## src/rtl/node_rx_fifo.sv

```systemverilog
// -----------------------------------------------------------------------------
// node_rx_fifo
// Receive buffer for one output port of the 4-node round-robin distributor.
// Every single-cycle valid pulse from the distributor is captured into a small
// show-ahead FIFO, tagged with the node it originated from, and offered to the
// local consumer over a valid/ready handshake.
//
// Parameters
//   data_len : data word width
//   DEPTH    : FIFO entries (power of 2, >= 2)
//   ADDR     : log2(DEPTH)
//   NODE_ID  : distributor output port (0..3) this instance is attached to
//
// Ports
//   clk       in   system clock, rising edge
//   reset     in   asynchronous active-low reset
//   din       in   data word from distributor doutN
//   inv       in   valid pulse from distributor outvN
//   dout      out  head-of-FIFO data (show-ahead)
//   dout_src  out  source node ID of the head word
//   outv      out  head word valid (FIFO not empty)
//   ready     in   consumer accepts the head word this cycle
//   count     out  number of stored words, 0..DEPTH
//   full      out  count == DEPTH
//   empty     out  count == 0
//   overflow  out  sticky: a word was dropped because the FIFO was full
//   self_err  out  sticky: a word arrived in this node's own slot
//   clr_flags in   synchronous clear of overflow and self_err
// -----------------------------------------------------------------------------
module node_rx_fifo #(
   parameter int unsigned data_len = 8,
   parameter int unsigned DEPTH    = 4,
   parameter int unsigned ADDR     = 2,
   parameter int unsigned NODE_ID  = 0
) (
   input  logic                clk,
   input  logic                reset,
   input  logic [data_len-1:0] din,
   input  logic                inv,
   output logic [data_len-1:0] dout,
   output logic [1:0]          dout_src,
   output logic                outv,
   input  logic                ready,
   output logic [ADDR:0]       count,
   output logic                full,
   output logic                empty,
   output logic                overflow,
   output logic                self_err,
   input  logic                clr_flags
);

   localparam logic [1:0]    LP_NODE = 2'(NODE_ID);
   localparam logic [ADDR:0] LP_FULL = (ADDR+1)'(DEPTH);

   // Each entry holds {source node, data}
   logic [data_len+1:0] r_mem [DEPTH];
   logic [ADDR-1:0]     r_wr_ptr;
   logic [ADDR-1:0]     r_rd_ptr;
   logic [ADDR:0]       r_count;
   logic [1:0]          r_slot;
   logic                r_overflow;
   logic                r_self_err;

   logic [1:0]          w_src;
   logic                w_full;
   logic                w_empty;
   logic                w_pop;
   logic                w_self;
   logic                w_accept;
   logic                w_push;
   logic                w_drop;

   // The distributor registers its output one cycle after serving slot k-1,
   // so a word seen while the slot counter reads k belongs to node k-1.
   assign w_src    = r_slot - 2'd1;

   assign w_full   = (r_count == LP_FULL);
   assign w_empty  = (r_count == '0);

   // No bypass: a pop needs a word that was already stored before this edge.
   assign w_pop    = ~w_empty & ready;
   assign w_self   = inv & (w_src == LP_NODE);
   assign w_accept = inv & ~w_self;
   // A full FIFO still takes a word when the head leaves on the same edge.
   assign w_push   = w_accept & (~w_full | w_pop);
   assign w_drop   = w_accept & w_full & ~w_pop;

   // Slot counter, kept in lock-step with the distributor state register
   always_ff @(posedge clk or negedge reset) begin
      if (!reset) begin
         r_slot <= '0;
      end else begin
         r_slot <= r_slot + 2'd1;
      end
   end

   // Storage is cleared on reset so that dout/dout_src read zero afterwards
   always_ff @(posedge clk or negedge reset) begin
      if (!reset) begin
         for (int unsigned i = 0; i < DEPTH; i++) begin
            r_mem[i] <= '0;
         end
      end else if (w_push) begin
         r_mem[r_wr_ptr] <= {w_src, din};
      end
   end

   always_ff @(posedge clk or negedge reset) begin
      if (!reset) begin
         r_wr_ptr <= '0;
         r_rd_ptr <= '0;
         r_count  <= '0;
      end else begin
         if (w_push) begin
            r_wr_ptr <= r_wr_ptr + ADDR'(1);
         end
         if (w_pop) begin
            r_rd_ptr <= r_rd_ptr + ADDR'(1);
         end
         case ({w_push, w_pop})
            2'b10:   r_count <= r_count + (ADDR+1)'(1);
            2'b01:   r_count <= r_count - (ADDR+1)'(1);
            default: r_count <= r_count;
         endcase
      end
   end

   // Sticky flags: a set event on the same edge as clr_flags wins
   always_ff @(posedge clk or negedge reset) begin
      if (!reset) begin
         r_overflow <= 1'b0;
         r_self_err <= 1'b0;
      end else begin
         r_overflow <= w_drop | (r_overflow & ~clr_flags);
         r_self_err <= (inv & w_self) | (r_self_err & ~clr_flags);
      end
   end

   assign dout     = r_mem[r_rd_ptr][data_len-1:0];
   assign dout_src = r_mem[r_rd_ptr][data_len+1:data_len];
   assign outv     = ~w_empty;
   assign count    = r_count;
   assign full     = w_full;
   assign empty    = w_empty;
   assign overflow = r_overflow;
   assign self_err = r_self_err;

endmodule

```

## config.mk

```make
export PLATFORM = sky130hd
export DESIGN_NAME = node_rx_fifo
export DESIGN_NICKNAME = d
export VERILOG_FILES = /design/src/rtl/node_rx_fifo.sv
export SDC_FILE = /design/constraint.sdc
export NUM_CORES = 1
export LEC_CHECK = 0
export CAP_MARGIN = 10
export CORE_MARGIN = 3
export CORE_UTILIZATION = 49
export CTS_BUF_LIST = sky130_fd_sc_hd__clkbuf_4 sky130_fd_sc_hd__clkbuf_8
export DETAILED_ROUTE_END_ITERATION = 7
export GPL_TIMING_DRIVEN = 0
export PLACE_DENSITY = 0.82
export SLEW_MARGIN = 20
export SYNTH_ARGS = -nofsm -noshare
export SYNTH_HDL_FRONTEND = slang
export SYNTH_SLANG_ARGS = --single-unit
```

## constraint.sdc

```tcl
create_clock -name clk -period 3.6 [get_ports clk]
set_clock_uncertainty 0.05 [all_clocks]
set_input_delay 0.9 -clock clk [delete_from_list [all_inputs] [get_ports clk]]
set_output_delay 0.9 -clock clk [all_outputs]
set_load 0.05 [all_outputs]
```

==> results of run 1 <==
## final cells by class
cell class / instances / area [µm²] / share of cell area
Sequential cell: 51 / 1280 / 0.448
Multi-Input combinational cell: 81 / 958 / 0.337
Timing Repair Buffer: 31 / 315 / 0.111
Clock buffer: 5 / 68.8 / 0.0242
Clock inverter: 3 / 67.6 / 0.0237
Tap cell: 52 / 65.1 / 0.0229
Buffer: 6 / 50.0 / 0.0176
Inverter: 12 / 45.0 / 0.0158
## per-layer routing
layer  track usage  up-vias  part of all wire
met5             0        -                 0
met4        0.0652        0             0.020
met3        0.0374        8             0.024
met2         0.274       17              0.53
met1         0.203      688              0.43
li1              -      605                 -
## through the flow
stage	hold slack (ns)	cells	worst slack, ns	utilization	area (µm²)
6_report	0.437	241	0.287	0.636	2850
5_1_grt	0.468	241	0.169	0.636	2850
4_1_cts	0.440	241	0.251	0.636	2850
3_5_place_dp	0.426	233	0.460	0.606	2710
2_1_floorplan	0.387	150	0.965	-	2330
3_3_place_gp	0.420	232	0.309	0.602	2700
## placed cells by master, fill, tap and decap left out, drive strengths merged, types with 2 or more instances in the layout
| cell | instances |
|---|---|
| dfrtp | 51 |
| buf | 7 |
| mux2 | 41 |
| xnor2 | 3 |
| xor2 | 3 |
| nor2 | 3 |
| clkdlybuf4s50 | 29 |
| nand2 | 2 |
| bufinv | 2 |
| clkbuf | 6 |
| mux4 | 10 |
| inv | 12 |
| nor3b | 4 |
| ha | 6 |
## flip-flops by register name (all words and copies together) (netlist names)
name      cells
r_mem        40
count         3
r_rd_ptr      2
r_slot        2
r_wr_ptr      2
overflow      1
self_err      1
## kinds of logic (layout without fill, tap and decap cells)
| kind of cell | after synthesis | count (layout) | synth area share |
|---|---|---|---|
| flops | 51 | 51 | 0.548 |
| simple gates | 13 | 13 | 0.0392 |
| fa+ha+maj | 7 | 7 | 0.0408 |
| mux | 52 | 52 | 0.299 |
| xor+xnor | 6 | 6 | 0.0226 |
| buf+inv | 18 | 57 | 0.0408 |
| compound gates | 3 | 3 | 0.00967 |
## final timing paths
path                                   from          end  slack (ns)  depth (start not counted)
worst min register to register    r_slot[0]    r_slot[0]        0.44                          1
worst min-delay path              r_slot[0]    r_slot[0]        0.44                          1
worst max register to register     count[0]     count[2]        1.33                          9
worst max-delay path            r_rd_ptr[0]  dout_src[0]        0.29                          3
min in group asynchronous             reset    r_mem[14]        0.46                          1
max in group asynchronous             reset     count[0]        2.54                          2
## power breakdown
part           internal [mW]  switching (mW)
combinational          0.664           0.820
clock                  0.277           0.185
sequential             0.842           0.163
==> flow_metrics.env, run 1 <==
export IMPL_drive_gt1_frac=0.354
export IMPL_firstDrtPassIters=6
export IMPL_yosys_area_top_type_share=0.548
export IMPL_cap_viol_max_count=0
export IMPL_leakagePower_nw=1.19
export IMPL_p_total_mw=2.95
export IMPL_finalCriticalPeriod_ns=3.31
export IMPL_pwr_density_cell_mw_per_mm2=1040
export IMPL_htreeDepth=2
export IMPL_clock_root_buffer="clkbuf_8"
export IMPL_synth_fp_nets=170
export IMPL_setup_viol=0
export IMPL_timing_slew_headroom=0.573
export IMPL_ctsHoldBuffers=0
export IMPL_synth_edf_count=0
export IMPL_cp_arrival_ns=2.36
export IMPL_synth_area_mm2=0.00233
export IMPL_cp_max_fo=10
export IMPL_synthFlopType="dfrtp_1"
export IMPL_die_w_um=75.0
export IMPL_wl_per_cell_um=17.3
export IMPL_area_growth_pct=22.2
export IMPL_coreArea_mm2=0.00447
export IMPL_drtIter0Drc=37
export IMPL_crit_family="buffers and inverters"
export IMPL_seq_area_frac_synth=0.548
export IMPL_yosysUniqueCellTypes=23
export IMPL_cts_resized=0
export IMPL_ys_ff_latch=51
export IMPL_yosys_top_cells_count="dfrtp_1, mux2_2, inv_1"
export IMPL_clk_latency_ns=0.30
export IMPL_cts_tree="done"
export IMPL_syn_area_per_cell_um2=15.5
export IMPL_post_dp_hpwl_mm=2.98
export IMPL_max_stage_delay_ns=0.72
export IMPL_critPathKind="flop to output port"
export IMPL_yosys_warnings=0
export IMPL_drv_slew=0
export IMPL_endpoint_kind="output port"
export IMPL_routed_wl_mm=4.17
export IMPL_worst_pin_slew_ns=0.641
export IMPL_critPathLaunchType="flop"
export IMPL_n_antenna_cell=0
export IMPL_numCtsBuffers=5
export IMPL_portBuffers=30
export IMPL_critPathRequiredTime_ns=2.65
export IMPL_outcome="complete, no violations"
export IMPL_die_area_mm2=0.00562
export IMPL_cp_buffers_inverters=2
export IMPL_post_cts_buffers=0
export IMPL_ant_nets=0
export IMPL_fillers=303
export IMPL_vias_per_cell=5.47
export IMPL_final_nets=208
export IMPL_antenna_found_initial=0
export IMPL_rows=24
export IMPL_start_util=0.521
export IMPL_grt_start_max_net_pins=36
export IMPL_via_count=1318
export IMPL_max_clock_freq_ghz=0.302
export IMPL_overflow=0
export IMPL_first_global_vias=1388
export IMPL_ir_worst_vdd_mv=0.508
export IMPL_clock_sinks=51
export IMPL_pin_count=31
export IMPL_synth_top_area_cell="dfrtp_1"
export IMPL_routabilityCongestion=0.729
export IMPL_hp_class="flop to flop"
export IMPL_gr_usage_all_layers=0.163
export IMPL_drc=0
export IMPL_die_h_um=75.0
export IMPL_yosysMostFrequentCell="dfrtp_1"
export IMPL_rsz0062_at_grt="no"
export IMPL_finalSetupTns_ns=0
export IMPL_syn_inst=150
export IMPL_synth_async_reset_ratio=1.00
export IMPL_yosys_top_cells_area="dfrtp_1, mux2_2, mux4_2"
export IMPL_fin_crit_sh=0.920
export IMPL_hold_viol_final=0
export IMPL_grt_pass1_wl_mm=6.66
export IMPL_cts_buffer_depth=2
export IMPL_path_clk_slew_ns=0.09
export IMPL_cp_slowest_cell="clkdlybuf4s50_1"
export IMPL_crit_chain="buf_2 > mux4_2 > clkdlybuf4s50_1"
(Power assumes the default switching activity.)
==> run 2, diff against run 1 <==
--- a/config.mk
+++ b/config.mk
@@ -6,9 +6,9 @@
 export NUM_CORES = 1
 export LEC_CHECK = 0
 export CAP_MARGIN = 10
+export CORE_ASPECT_RATIO = 1.4
 export CORE_MARGIN = 3
 export CORE_UTILIZATION = 49
-export CTS_BUF_LIST = sky130_fd_sc_hd__clkbuf_4 sky130_fd_sc_hd__clkbuf_8
 export DETAILED_ROUTE_END_ITERATION = 7
 export GPL_TIMING_DRIVEN = 0
 export PLACE_DENSITY = 0.82
==> flow_metrics.env, run 2 (synthesis gave the netlist of run 1 again) <==
export IMPL_routabilityCongestion=0.755
export IMPL_critPathRequiredTime_ns=2.65
export IMPL_ctsHoldBuffers=0
export IMPL_clock_root_buffer="clkbuf_8"
export IMPL_crit_chain="clkbuf_1 > mux4_2 > clkdlybuf4s50_1"
export IMPL_rows=29
export IMPL_cp_arrival_ns=2.39
export IMPL_largest_register="r_mem"
export IMPL_swShare=0.407
export IMPL_finalSetupTns_ns=0
export IMPL_critPathKind="flop to output port"
export IMPL_numCtsBuffers=5
export IMPL_cap_viol_max_count=0
export IMPL_hp_class="flop to flop"
export IMPL_ant_nets=0
export IMPL_final_common_cell="dfrtp_1"
export IMPL_wl_per_cell_um=17.8
export IMPL_start_util=0.510
export IMPL_drtIter0Drc=37
export IMPL_via_count=1336
export IMPL_layout_common_cells="dfrtp_1, mux2_2, clkdlybuf4s50_1"
export IMPL_outcome="complete, no violations"
export IMPL_numPlacedInstances=243
export IMPL_finalCriticalPeriod_ns=3.34
export IMPL_p_seq_frac=0.350
export IMPL_gr_usage_all_layers=0.178
export IMPL_leakagePower_nw=1.19
export IMPL_p_total_mw=2.91
export IMPL_overflow=0
export IMPL_first_global_vias=1519
export IMPL_cp_buffers_inverters=2
export IMPL_post_cts_buffers=0
export IMPL_endpoint_kind="output port"
export IMPL_grt_start_max_net_pins=29
export IMPL_drc=0
export IMPL_die_w_um=64.3
export IMPL_critPathLaunchType="flop"
export IMPL_power_switching_mw=1.18
export IMPL_pwr_density_cell_mw_per_mm2=1030
export IMPL_die_area_mm2=0.00563
export IMPL_clkPwrFrac=0.140
export IMPL_area_growth_pct=21.9
export IMPL_cts_resized=0
export IMPL_hold_viol_final=0
export IMPL_portBuffers=30
export IMPL_rsz0062_at_grt="no"
export IMPL_setup_viol=0
export IMPL_internal_power_mw=1.73
export IMPL_coreArea_mm2=0.00457
export IMPL_firstDrtPassIters=4
export IMPL_largest_register_ffs=40
export IMPL_cp_max_fo=10
export IMPL_routed_wl_mm=4.47
export IMPL_antenna_found_initial=0
export IMPL_die_h_um=87.6
export IMPL_final_nets=208
export IMPL_clk_latency_ns=0.30
export IMPL_max_clock_freq_ghz=0.299
export IMPL_n_antenna_cell=0
export IMPL_drv_slew=0
export IMPL_pin_count=31
export IMPL_htreeDepth=2
export IMPL_grt_pass1_wl_mm=7.40
export IMPL_vias_per_cell=5.32
export IMPL_cp_slowest_cell="clkdlybuf4s50_1"
export IMPL_cts_tree="done"
export IMPL_fin_crit_sh=0.928
export IMPL_max_stage_delay_ns=0.80
export IMPL_crit_family="buffers and inverters"
export IMPL_post_dp_hpwl_mm=3.21
export IMPL_path_clk_slew_ns=0.09
export IMPL_timing_slew_headroom=0.521
export IMPL_comb_power_share=0.510
export IMPL_stdcell_count=251
export IMPL_drive_gt1_frac=0.354
export IMPL_clock_sinks=51
export IMPL_ir_worst_vdd_mv=0.551
export IMPL_worst_pin_slew_ns=0.719
export IMPL_cts_buffer_depth=2
## run 2: worst reg2reg max path, cell delays in order, from the launching register on
cell and delay (ns):
dfrtp_1 0.48, nor4b_4 0.40, nor2_1 0.14, inv_1 0.10, ha_1 0.18, inv_1 0.06, fa_1 0.38, xor2_1 0.15
nor2_1 0.12, xor2_1 0.15
## run 2: layer usage
metal / part of all wire / routed length [µm] / vias to the layer above / track usage
li1: - / - / 603 / -
met1: 0.38 / 1710 / 696 / 0.197
met2: 0.56 / 2520 / 30 / 0.336
met3: 0.039 / 175 / 7 / 0.0436
met4: 0.013 / 59 / 0 / 0.0519
met5: 0 / 0 / - / 0
## run 2: path summary, 6_finish.rpt
path | end | cells past startpoint | slack [ns] | start
max | dout_src[1] | 3 | 0.26 | r_rd_ptr[1]
min | r_mem[35] | 1 | 0.46 | r_mem[35]
max reg2reg | count[2] | 9 | 1.31 | count[0]
min reg2reg | r_mem[35] | 1 | 0.46 | r_mem[35]
max in group asynchronous | r_mem[19] | 2 | 2.43 | reset
min in group asynchronous | r_mem[1] | 1 | 0.53 | reset
## run 2: cell type report
type / count / area (µm²)
inverters: 12 / 45.0
plain buffers: 6 / 50.0
fillers: 364 / 1730
clock buffers: 6 / 82.6
flip-flops and latches: 51 / 1280
repair buffers: 31 / 315
clock inverters: 2 / 35.0
well taps: 62 / 77.6
multi-input cells: 81 / 958
## run 2: per-stage QoR
stage          hold WS [ns]  worst slack, ns  utilization  cell area, µm²
3_3_place_gp          0.415            0.334        0.592            2710
6_report              0.460            0.259        0.621            2840
3_5_place_dp          0.426            0.452        0.596            2720
2_1_floorplan         0.387            0.965            -            2330
5_1_grt               0.479            0.143        0.621            2840
4_1_cts               0.465            0.230        0.621            2840
## run 2: power by group through the flow
stage               sequential (mW)  combinational (mW)  clock (mW)
floorplan                      1.04                1.04           0
global placement              0.991                1.46           0
detailed placement             1.03                1.51           0
CTS                            1.02                1.51       0.412
global route                   1.06                1.57       0.437
finish                         1.02                1.49       0.407
